## src/rtl/led_array_scanner_if.sv

```systemverilog
// rtl/led_array_scanner_if.sv - frame producer and LED driver signal bundle for the scanner
interface led_array_scanner_if #(
  parameter int N = 5
);
  localparam int XW = $clog2(N) + 1;

  logic            run;
  logic [N*N-1:0]  frame;
  logic            frame_valid;
  logic            frame_ready;
  logic            ena;
  logic [XW-1:0]   x;
  logic [N*N-1:0]  cells;
  logic            frame_done;

  modport master (
    output run, frame, frame_valid,
    input  frame_ready, ena, x, cells, frame_done
  );

  modport slave (
    input  run, frame, frame_valid,
    output frame_ready, ena, x, cells, frame_done
  );
endinterface

```

## src/rtl/led_array_scanner.sv

```systemverilog
// rtl/led_array_scanner.sv - column scan sequencer with tear-free frame-boundary image swap
module led_array_scanner #(
  parameter int N           = 5,
  parameter int BLANK_TICKS = 2,
  parameter int DRIVE_TICKS = 1000
) (
  input  logic               clk,
  input  logic               rst,
  led_array_scanner_if.slave bus
);
  localparam int NN   = N * N;
  localparam int XW   = $clog2(N) + 1;
  localparam int TMAX = (BLANK_TICKS > DRIVE_TICKS) ? BLANK_TICKS : DRIVE_TICKS;
  localparam int CW   = $clog2(TMAX + 1);

  // Last count value of each dwell; the blank value is unused when blanking is disabled.
  localparam logic [CW-1:0] BLANK_LAST = (BLANK_TICKS > 0) ? CW'(BLANK_TICKS - 1) : '0;
  localparam logic [CW-1:0] DRIVE_LAST = CW'(DRIVE_TICKS - 1);
  localparam logic [XW-1:0] X_LAST     = XW'(N - 1);

  typedef enum logic [1:0] {IDLE, BLANK, DRIVE} state_t;

  state_t          state_q, state_d, next_col;
  logic [CW-1:0]   cnt_q, cnt_d;
  logic [XW-1:0]   x_q, x_d;
  logic            ena_q, ena_d;
  logic [NN-1:0]   cells_q, cells_d;
  logic [NN-1:0]   pending_q, pending_d;
  logic            pending_full_q, pending_full_d;
  logic            frame_ready_q, frame_ready_d;
  logic            frame_done_q, frame_done_d;
  logic            boundary;

  // Scan sequencing plus the one-deep pending buffer; swaps only at a frame boundary or while idle.
  always_comb begin
    state_d        = state_q;
    cnt_d          = cnt_q;
    x_d            = x_q;
    cells_d        = cells_q;
    pending_d      = pending_q;
    pending_full_d = pending_full_q;
    boundary       = 1'b0;

    // Every new column starts with blanking unless blanking is disabled.
    if (BLANK_TICKS == 0) next_col = DRIVE;
    else                  next_col = BLANK;

    if (!bus.run) begin
      state_d = IDLE;
      cnt_d   = '0;
      x_d     = '0;
    end else begin
      case (state_q)
        IDLE: begin
          state_d = next_col;
          cnt_d   = '0;
        end
        BLANK: begin
          if (cnt_q == BLANK_LAST) begin
            state_d = DRIVE;
            cnt_d   = '0;
          end else begin
            cnt_d = cnt_q + 1'b1;
          end
        end
        DRIVE: begin
          if (cnt_q == DRIVE_LAST) begin
            state_d = next_col;
            cnt_d   = '0;
            if (x_q == X_LAST) begin
              x_d      = '0;
              boundary = 1'b1;
            end else begin
              x_d = x_q + 1'b1;
            end
          end else begin
            cnt_d = cnt_q + 1'b1;
          end
        end
        default: begin
          state_d = IDLE;
          cnt_d   = '0;
          x_d     = '0;
        end
      endcase
    end

    // Idle swap makes a frame loaded before run rises visible from the first column.
    if ((boundary || state_q == IDLE) && pending_full_q) begin
      cells_d        = pending_q;
      pending_full_d = 1'b0;
    end

    // Ready is only high with an empty buffer, so a transfer never collides with a swap.
    if (bus.frame_valid && frame_ready_q) begin
      pending_d      = bus.frame;
      pending_full_d = 1'b1;
    end

    frame_ready_d = !pending_full_d;
    frame_done_d  = boundary;
    ena_d         = (state_d == DRIVE);
  end

  // State and output registers, cleared immediately on reset.
  always_ff @(posedge clk or posedge rst) begin
    if (rst) begin
      state_q        <= IDLE;
      cnt_q          <= '0;
      x_q            <= '0;
      ena_q          <= 1'b0;
      cells_q        <= '0;
      pending_q      <= '0;
      pending_full_q <= 1'b0;
      frame_ready_q  <= 1'b1;
      frame_done_q   <= 1'b0;
    end else begin
      state_q        <= state_d;
      cnt_q          <= cnt_d;
      x_q            <= x_d;
      ena_q          <= ena_d;
      cells_q        <= cells_d;
      pending_q      <= pending_d;
      pending_full_q <= pending_full_d;
      frame_ready_q  <= frame_ready_d;
      frame_done_q   <= frame_done_d;
    end
  end

  assign bus.ena         = ena_q;
  assign bus.x           = x_q;
  assign bus.cells       = cells_q;
  assign bus.frame_ready = frame_ready_q;
  assign bus.frame_done  = frame_done_q;
endmodule

```

## src/flat_wrapper.sv

```systemverilog
// flat-port wrapper written by rule: the top's interface ports become plain ports
module led_array_scanner_flat 
#(
  parameter int N           = 5,
  parameter int BLANK_TICKS = 2,
  parameter int DRIVE_TICKS = 1000
)
  (clk, rst, bus_run, bus_frame, bus_frame_valid, bus_frame_ready, bus_ena, bus_x, bus_cells, bus_frame_done);
  led_array_scanner_if #(.N(N)) bus_i ();
  input  logic clk;
  input  logic rst;
  input wire logic [$bits(bus_i.run)-1:0] bus_run;
  input wire logic [$bits(bus_i.frame)-1:0] bus_frame;
  input wire logic [$bits(bus_i.frame_valid)-1:0] bus_frame_valid;
  output wire logic [$bits(bus_i.frame_ready)-1:0] bus_frame_ready;
  output wire logic [$bits(bus_i.ena)-1:0] bus_ena;
  output wire logic [$bits(bus_i.x)-1:0] bus_x;
  output wire logic [$bits(bus_i.cells)-1:0] bus_cells;
  output wire logic [$bits(bus_i.frame_done)-1:0] bus_frame_done;
  assign bus_i.run = bus_run;
  assign bus_i.frame = bus_frame;
  assign bus_i.frame_valid = bus_frame_valid;
  assign bus_frame_ready = bus_i.frame_ready;
  assign bus_ena = bus_i.ena;
  assign bus_x = bus_i.x;
  assign bus_cells = bus_i.cells;
  assign bus_frame_done = bus_i.frame_done;
  led_array_scanner #(.N(N), .BLANK_TICKS(BLANK_TICKS), .DRIVE_TICKS(DRIVE_TICKS)) u_core (.clk(clk), .rst(rst), .bus(bus_i));
endmodule
```

## config.mk

```make
export PLATFORM = sky130hd
export DESIGN_NAME = led_array_scanner_flat
export DESIGN_NICKNAME = d
export VERILOG_FILES = /design/src/rtl/led_array_scanner_if.sv /design/src/rtl/led_array_scanner.sv /design/src/flat_wrapper.sv
export SDC_FILE = /design/constraint.sdc
export NUM_CORES = 1
export LEC_CHECK = 0
export CORE_ASPECT_RATIO = 1.1
export CORE_UTILIZATION = 46
export DETAILED_ROUTE_END_ITERATION = 12
export PLACE_DENSITY = 0.75
export REMOVE_ABC_BUFFERS = 1
export SLEW_MARGIN = 20
export SYNTH_ARGS = -nofsm -noshare
export SYNTH_HDL_FRONTEND = slang
export SYNTH_SLANG_ARGS = --single-unit
```

## constraint.sdc

```tcl
create_clock -name clk -period 1.8 [get_ports clk]
set_input_delay 0.18 -clock clk [delete_from_list [all_inputs] [get_ports clk]]
set_output_delay 0.18 -clock clk [all_outputs]
set_load 0.005 [all_outputs]
```

==> flow_metrics.py, run 1 <==
metrics = {
    "outcome": {
        "run_status": "finished with violations",
        "violations": "setup timing",
    },
    "synthesis": {
        "synthAdderAreaFrac": 0.0326,
        "synth-simple-area-share": 0.0877,
        "synth_area_um2": 3070,
        "yosys_warnings": 0,
        "synthMuxAreaShare": 0.208,
        "synthXorXnorAreaFrac": 0.0257,
        "synth_flop_cell": "dfrtp_1",
        "async_flop_share": 1.00,
        "synthCells": 221,
        "ys_types": 40,
        "synth_compound_area_frac": 0.0461,
        "synth_top_family_by_area": "multiplexers",
        "synth-edff-count": 0,
        "syn_avg_cell_area_um2": 13.9,
        "synth_seq_area_share": 0.571,
        "ys_ff_latch": 70,
    },
    "route": {
        "post_drt_via_cell_ratio": 5.16,
        "initialDrtViolationCount": 118,
        "drcViolationCount": 0,
        "ant_nets": 0,
        "dr_total_vias": 2084,
        "wirelength_mm": 6.60,
        "avgRoutedWirePerCell_um": 16.3,
        "firstDrtPassIters": 4,
    },
    "floorplan": {
        "start_util": 0.487,
        "row_count": 30,
        "die_width_um": 79.9,
        "dieArea_um2": 7000,
        "die_h_um": 87.7,
        "io_pins": 61,
        "core_um2": 6310,
    },
    "sta": {
        "final-setup-viol-count": 20,
        "max_slew_margin": 0.714,
        "timing.fmax_mhz": 547,
        "clock-skew-final_ns": 0.00782,
        "tightest_slew_ns": 0.429,
        "timing.final.crit_share": 1.02,
        "fin_ws_ns": -0.0275,
        "maxSlewViolCount": 0,
        "rsz0062_at_grt": "true",
        "setup_tns_ns": -0.292,
        "timing_hold_violations_final": 0,
        "fin_crit_ns": 1.83,
    },
    "global_routing": {
        "grt_pass1_vias": 2063,
        "grt_use_total": 0.191,
        "overflow": 0,
        "grt_pass1_wl_mm": 9.95,
        "antenna_found_initial": 0,
        "grt_max_degree": 40,
    },
    "layout": {
        "final_common_cell": "dfrtp_1",
        "syn_to_final_growth_pct": 41.0,
        "seq_area_um2": 1750,
        "drive_gt1_frac": 0.352,
        "multiInputGateArea_um2": 1280,
        "diodes": 0,
        "fin_nets": 356,
        "layout_common_cells": "dfrtp_1 (69), clkdlybuf4s50_1 (60), mux2_2 (30)",
        "fillCellCount": 447,
    },
    "critical_path": {
        "crit_type": "flop to flop",
        "crit_path_max_fanout": 5,
        "cp-start-kind": "flop",
        "cp_data_required_time_ns": 2.02,
        "cp-end-kind": "flop",
        "worstPathArrival_ns": 2.05,
    },
    "clock_tree": {
        "cts-root-buf": "clkbuf_8",
        "clock-sinks": 70,
        "holdBufCountCts": 0,
        "cts_tree": "done",
        "clock_latency_ns": 0.34,
        "h-tree-depth": 3,
        "path_clk_slew_ns": 0.08,
        "cts_buffers": 9,
        "cts_buffer_depth": 2,
    },
    "hold_path": {
        "hold_class": "primary input to async pin",
    },
    "power": {
        "p_comb_frac": 0.290,
        "seq_power_share": 0.454,
        "p_per_area_nw_per_um2": 1130,
        "p_clk_frac": 0.256,
        "switchingPower_w": 0.00124,
        "internal_power_w": 0.00364,
        "switching_share": 0.254,
        "leakage_nw": 1.92,
        "ir_drop_uv": 708,
    },
    "placement": {
        "gp_congestion": 0.901,
        "io_buffers": 60,
        "place_hpwl_mm": 4.35,
        "dp_slack_ns": -0.102,
    },
    "run": {
        "max-cap-violations": 0,
    },
}
layout make-up:
type / instances / area share
timing repair buffer: 94 / 0.219
clock buffer: 10 / 0.0295
inverter: 11 / 0.00954
tap: 80 / 0.0231
sequential: 70 / 0.405
multi-input combinational: 133 / 0.297
clock inverter: 6 / 0.0165
flip-flops by register name, summed over array words and instances, names as in the netlist:
name / flops
u_core.bus.cells: 25
u_core.bus.ena: 1
u_core.bus.frame_done: 1
u_core.bus.frame_ready: 1
u_core.bus.x: 4
u_core.cnt_q: 10
u_core.pending_full_q: 1
u_core.pending_q: 25
u_core.state_q: 2
final timing paths:
| check | start | endpoint | slack [ns] | depth (start not counted) |
|---|---|---|---|---|
| worst max-delay path | u_core.state_q[0]$_DFF_PP0_ | u_core.bus.cells[8]$_DFFE_PP0P_ | -0.03 | 8 |
| worst min-delay path | rst | u_core.bus.cells[15]$_DFFE_PP0P_ | 0.16 | 2 |
| worst max register to register | u_core.state_q[0]$_DFF_PP0_ | u_core.bus.cells[8]$_DFFE_PP0P_ | -0.03 | 8 |
| worst min register to register | u_core.pending_q[10]$_DFFE_PP0P_ | u_core.bus.cells[10]$_DFFE_PP0P_ | 0.50 | 1 |
| max in group asynchronous | rst | u_core.bus.frame_ready$_DFF_PP1_ | 1.03 | 3 |
| min in group clk | bus_frame[7] | u_core.pending_q[7]$_DFFE_PP0P_ | 0.45 | 2 |
worst max-delay path: stages, from the launching register on:
cell and delay (ns):
dfrtp_1 0.39, inv_2 0.08, ha_4 0.13, nor4bb_4 0.17
and4_4 0.27, o21ai_4 0.07, buf_12 0.14, clkbuf_16 0.16
mux2_4 0.30
per-layer routing:
metal / global-route usage / routed length [um] / share of wire
met3: 0.0552 / 335 / 0.051
met1: 0.253 / 2860 / 0.43
met2: 0.304 / 3360 / 0.51
met4: 0.0649 / 50 / 0.0076
met5: 0 / 0 / 0
per-stage QoR:
| stage | util | cell area, um2 | power, W | instances | hold slack, ns |
|---|---|---|---|---|---|
| 4_1_cts | 0.661 | 4170 | 0.00485 | 397 | 0.146 |
| 6_report | 0.686 | 4330 | 0.00488 | 404 | 0.155 |
| 2_1_floorplan | - | 3020 | 0.00280 | 214 | 0.302 |
| 5_1_grt | 0.686 | 4330 | 0.00514 | 404 | 0.200 |
| 3_5_place_dp | 0.628 | 3960 | 0.00359 | 381 | 0.488 |
| 3_3_place_gp | 0.628 | 3960 | 0.00351 | 381 | 0.479 |
cell usage after synthesis, drive strengths merged, types with 2 or more instances:
| master | number | area share |
|---|---|---|
| dfrtp | 69 | 0.56 |
| mux2 | 50 | 0.21 |
| nor2 | 14 | 0.017 |
| inv | 11 | 0.013 |
| ha | 8 | 0.033 |
| nand2 | 6 | 0.0073 |
| nand3 | 5 | 0.0082 |
| xnor2 | 5 | 0.014 |
| and4 | 4 | 0.012 |
| buf | 4 | 0.011 |
| nand4 | 4 | 0.0082 |
| o21ai | 4 | 0.010 |
| xor2 | 4 | 0.011 |
| a31oi | 3 | 0.0061 |
| and3 | 3 | 0.0061 |
| clkbuf | 3 | 0.0037 |
| nor3 | 3 | 0.0049 |
| nor4b | 3 | 0.0086 |
| o31a | 2 | 0.0057 |
what timing repair did:
action	in CTS	in global routing
resized for setup	2	13
setup buffers	0	5
gates cloned	0	3
setup endpoints to repair	16	38
pin swaps	0	5
power groups by stage:
| stage | clock network (W) | registers [W] | logic (W) |
|---|---|---|---|
| 2_1_floorplan | 0 | 0.00219 | 0.000602 |
| 3_3_place_gp | 0 | 0.00220 | 0.00131 |
| 3_5_place_dp | 0 | 0.00223 | 0.00136 |
| 4_1_cts | 0.00128 | 0.00221 | 0.00136 |
| 5_1_grt | 0.00136 | 0.00226 | 0.00152 |
| 6_report | 0.00125 | 0.00221 | 0.00142 |
cell families after synthesis:
family                   count (synthesis)
AO/OA/AOI/OAI                           18
XOR/XNOR                                 9
adder cells (fa/ha/maj)                  8
buffers and inverters                   18
flip-flops                              70
multiplexers                            50
AND/OR/NAND/NOR                         48
(Power assumes the default switching activity.)
==> inputs of run 2 (changes only) <==
CAP_MARGIN = 20   (was default)
SLEW_MARGIN = 15   (was 20)
==> results of run 2 <==
Final layout, timing and power as in run 1 (identical DEF).
==> inputs of run 3 (changes only) <==
PLACE_DENSITY = default   (was 0.75)
PLACE_DENSITY_LB_ADDON = 0.2   (was default)
==> flow_metrics.py, run 3 (same netlist as run 1, synthesis figures left out) <==
metrics = {
    "layout": {
        "layout.cells.non_filler": 409,
        "fin_nets": 361,
        "drive_gt1_frac": 0.368,
        "fillCellCount": 440,
        "layout_common_cells": "dfrtp_1 (69), clkdlybuf4s50_1 (60), buf_4 (30)",
        "final_common_cell": "dfrtp_1",
        "diodes": 0,
        "syn_to_final_growth_pct": 44.1,
    },
    "sta": {
        "timing.final.crit_share": 1.05,
        "rsz0062_at_grt": "true",
        "clock-skew-final_ns": 0.00845,
        "fin_crit_ns": 1.88,
        "maxSlewViolCount": 0,
        "fin_ws_ns": -0.0844,
        "tightest_slew_ns": 0.386,
        "hold_ws_ns": 0.131,
        "timing.fmax_mhz": 531,
        "timing_hold_violations_final": 0,
        "final-setup-viol-count": 19,
        "max_slew_margin": 0.742,
    },
    "clock_tree": {
        "clock_latency_ns": 0.34,
        "cts_buffer_depth": 2,
        "h-tree-depth": 3,
        "cts-root-buf": "clkbuf_8",
        "cts_tree": "done",
        "holdBufCountCts": 0,
        "path_clk_slew_ns": 0.08,
        "clock-sinks": 70,
        "cts_buffers": 9,
    },
    "run": {
        "max-cap-violations": 0,
    },
    "critical_path": {
        "cp_slowest_cell": "dfrtp_1",
        "worstPathArrival_ns": 2.11,
        "cp-start-kind": "flop",
        "crit_path_max_fanout": 5,
        "regToRegStartpoint": "u_core.state_q[0]$_DFF_PP0_",
        "crit_type": "flop to flop",
        "reg2regPathDepth": 8,
        "cp_data_required_time_ns": 2.03,
        "max_stage_delay_ns": 0.41,
        "crit_start": "u_core.state_q[0]$_DFF_PP0_",
        "cp-end-kind": "flop",
        "critical_path.cell_chain": "inv_2 -> ha_4 -> nor4bb_4 -> and4_4 -> o21ai_4 -> buf_12 -> clkbuf_16 -> mux2_4",
    },
    "global_routing": {
        "antenna_found_initial": 0,
        "grt_max_degree": 37,
        "overflow": 0,
        "grt_pass1_wl_mm": 10.1,
        "grt_use_total": 0.194,
        "grt_pass1_vias": 2172,
    },
    "route": {
        "ant_nets": 0,
        "avgRoutedWirePerCell_um": 16.3,
        "drcViolationCount": 0,
        "wirelength_mm": 6.65,
        "dr_total_vias": 2104,
        "firstDrtPassIters": 4,
        "initialDrtViolationCount": 91,
        "post_drt_via_cell_ratio": 5.14,
    },
    "floorplan": {
        "dieArea_um2": 7000,
        "die_h_um": 87.7,
        "core_um2": 6310,
        "start_util": 0.487,
        "die_width_um": 79.9,
        "row_count": 30,
        "io_pins": 61,
    },
    "outcome": {
        "violations": "setup timing",
        "run_status": "finished with violations",
    },
    "placement": {
        "placed_cells": 381,
        "place_hpwl_mm": 4.27,
        "dp_slack_ns": -0.104,
        "io_buffers": 60,
        "gp_congestion": 0.863,
    },
    "power": {
        "leakage_nw": 1.99,
        "ir_drop_uv": 703,
        "p_per_area_nw_per_um2": 1160,
    },
    "hold_path": {
        "hold_class": "primary input to async pin",
    },
}
[run 3: worst max-delay path: cells and delay by family, from the launching register on]
family,cells,cell delay (ns)
AND/OR/NAND/NOR,2,0.46
flip-flops,1,0.41
buffers and inverters,3,0.39
multiplexers,1,0.30
adder cells (fa/ha/maj),1,0.14
AO/OA/AOI/OAI,1,0.08
[run 3: cell type report]
type,instances,area [um2],share of cell area
sequential,70,1750,0.396
clock buffer,9,124,0.0280
tap,80,100,0.0226
clock inverter,7,105,0.0238
multi-input combinational,133,1300,0.294
timing repair buffer,99,998,0.226
inverter,11,41.3,0.00934
[run 3: power breakdown]
part | leakage, nW | internal [W] | total, W | switching, W
registers | 0.859 | 0.00197 | 0.00222 | 0.000250
logic | 1.02 | 0.00106 | 0.00145 | 0.000396
clock network | 0.112 | 0.000802 | 0.00146 | 0.000662
total | 1.99 | 0.00383 | 0.00513 | 0.00131
[run 3: per-stage QoR]
stage,TNS (ns),total power (W),util,area (um2)
finish,-1.18,0.00513,0.701,4420
global route,-2.71,0.00539,0.701,4420
CTS,-0.433,0.00505,0.673,4240
detailed placement,-3.04,0.00358,0.630,3980
global placement,-1.58,0.00353,0.630,3980
floorplan,-19.49,0.00280,-,3020
[run 3: per-layer routing]
metal  vias to the layer above  wire length [um]  part of all wire  track usage
met5                         -                 0                 0            0
met4                         0                74             0.011       0.0828
met3                         6               349             0.052       0.0406
met2                        61              3390              0.51        0.321
met1                      1056              2830              0.43        0.247
li1                        981                 -                 -            -
[run 3: timing repair]
item | in CTS | in global routing
gates cloned | 0 | 3
pin swaps | 1 | 4
setup buffers | 3 | 6
endpoints found under the setup margin | 37 | 29
resized for setup | 4 | 17
[run 3: final timing paths]
check | to | slack (ns)
max in group asynchronous | u_core.bus.cells[5]$_DFFE_PP0P_ | 1.16
min in group clk | u_core.pending_q[4]$_DFFE_PP0P_ | 0.44
worst max register to register | u_core.bus.cells[2]$_DFFE_PP0P_ | -0.08
worst min register to register | u_core.bus.cells[15]$_DFFE_PP0P_ | 0.50
worst min-delay path | u_core.cnt_q[8]$_DFF_PP0_ | 0.13
worst max-delay path | u_core.bus.cells[2]$_DFFE_PP0P_ | -0.08
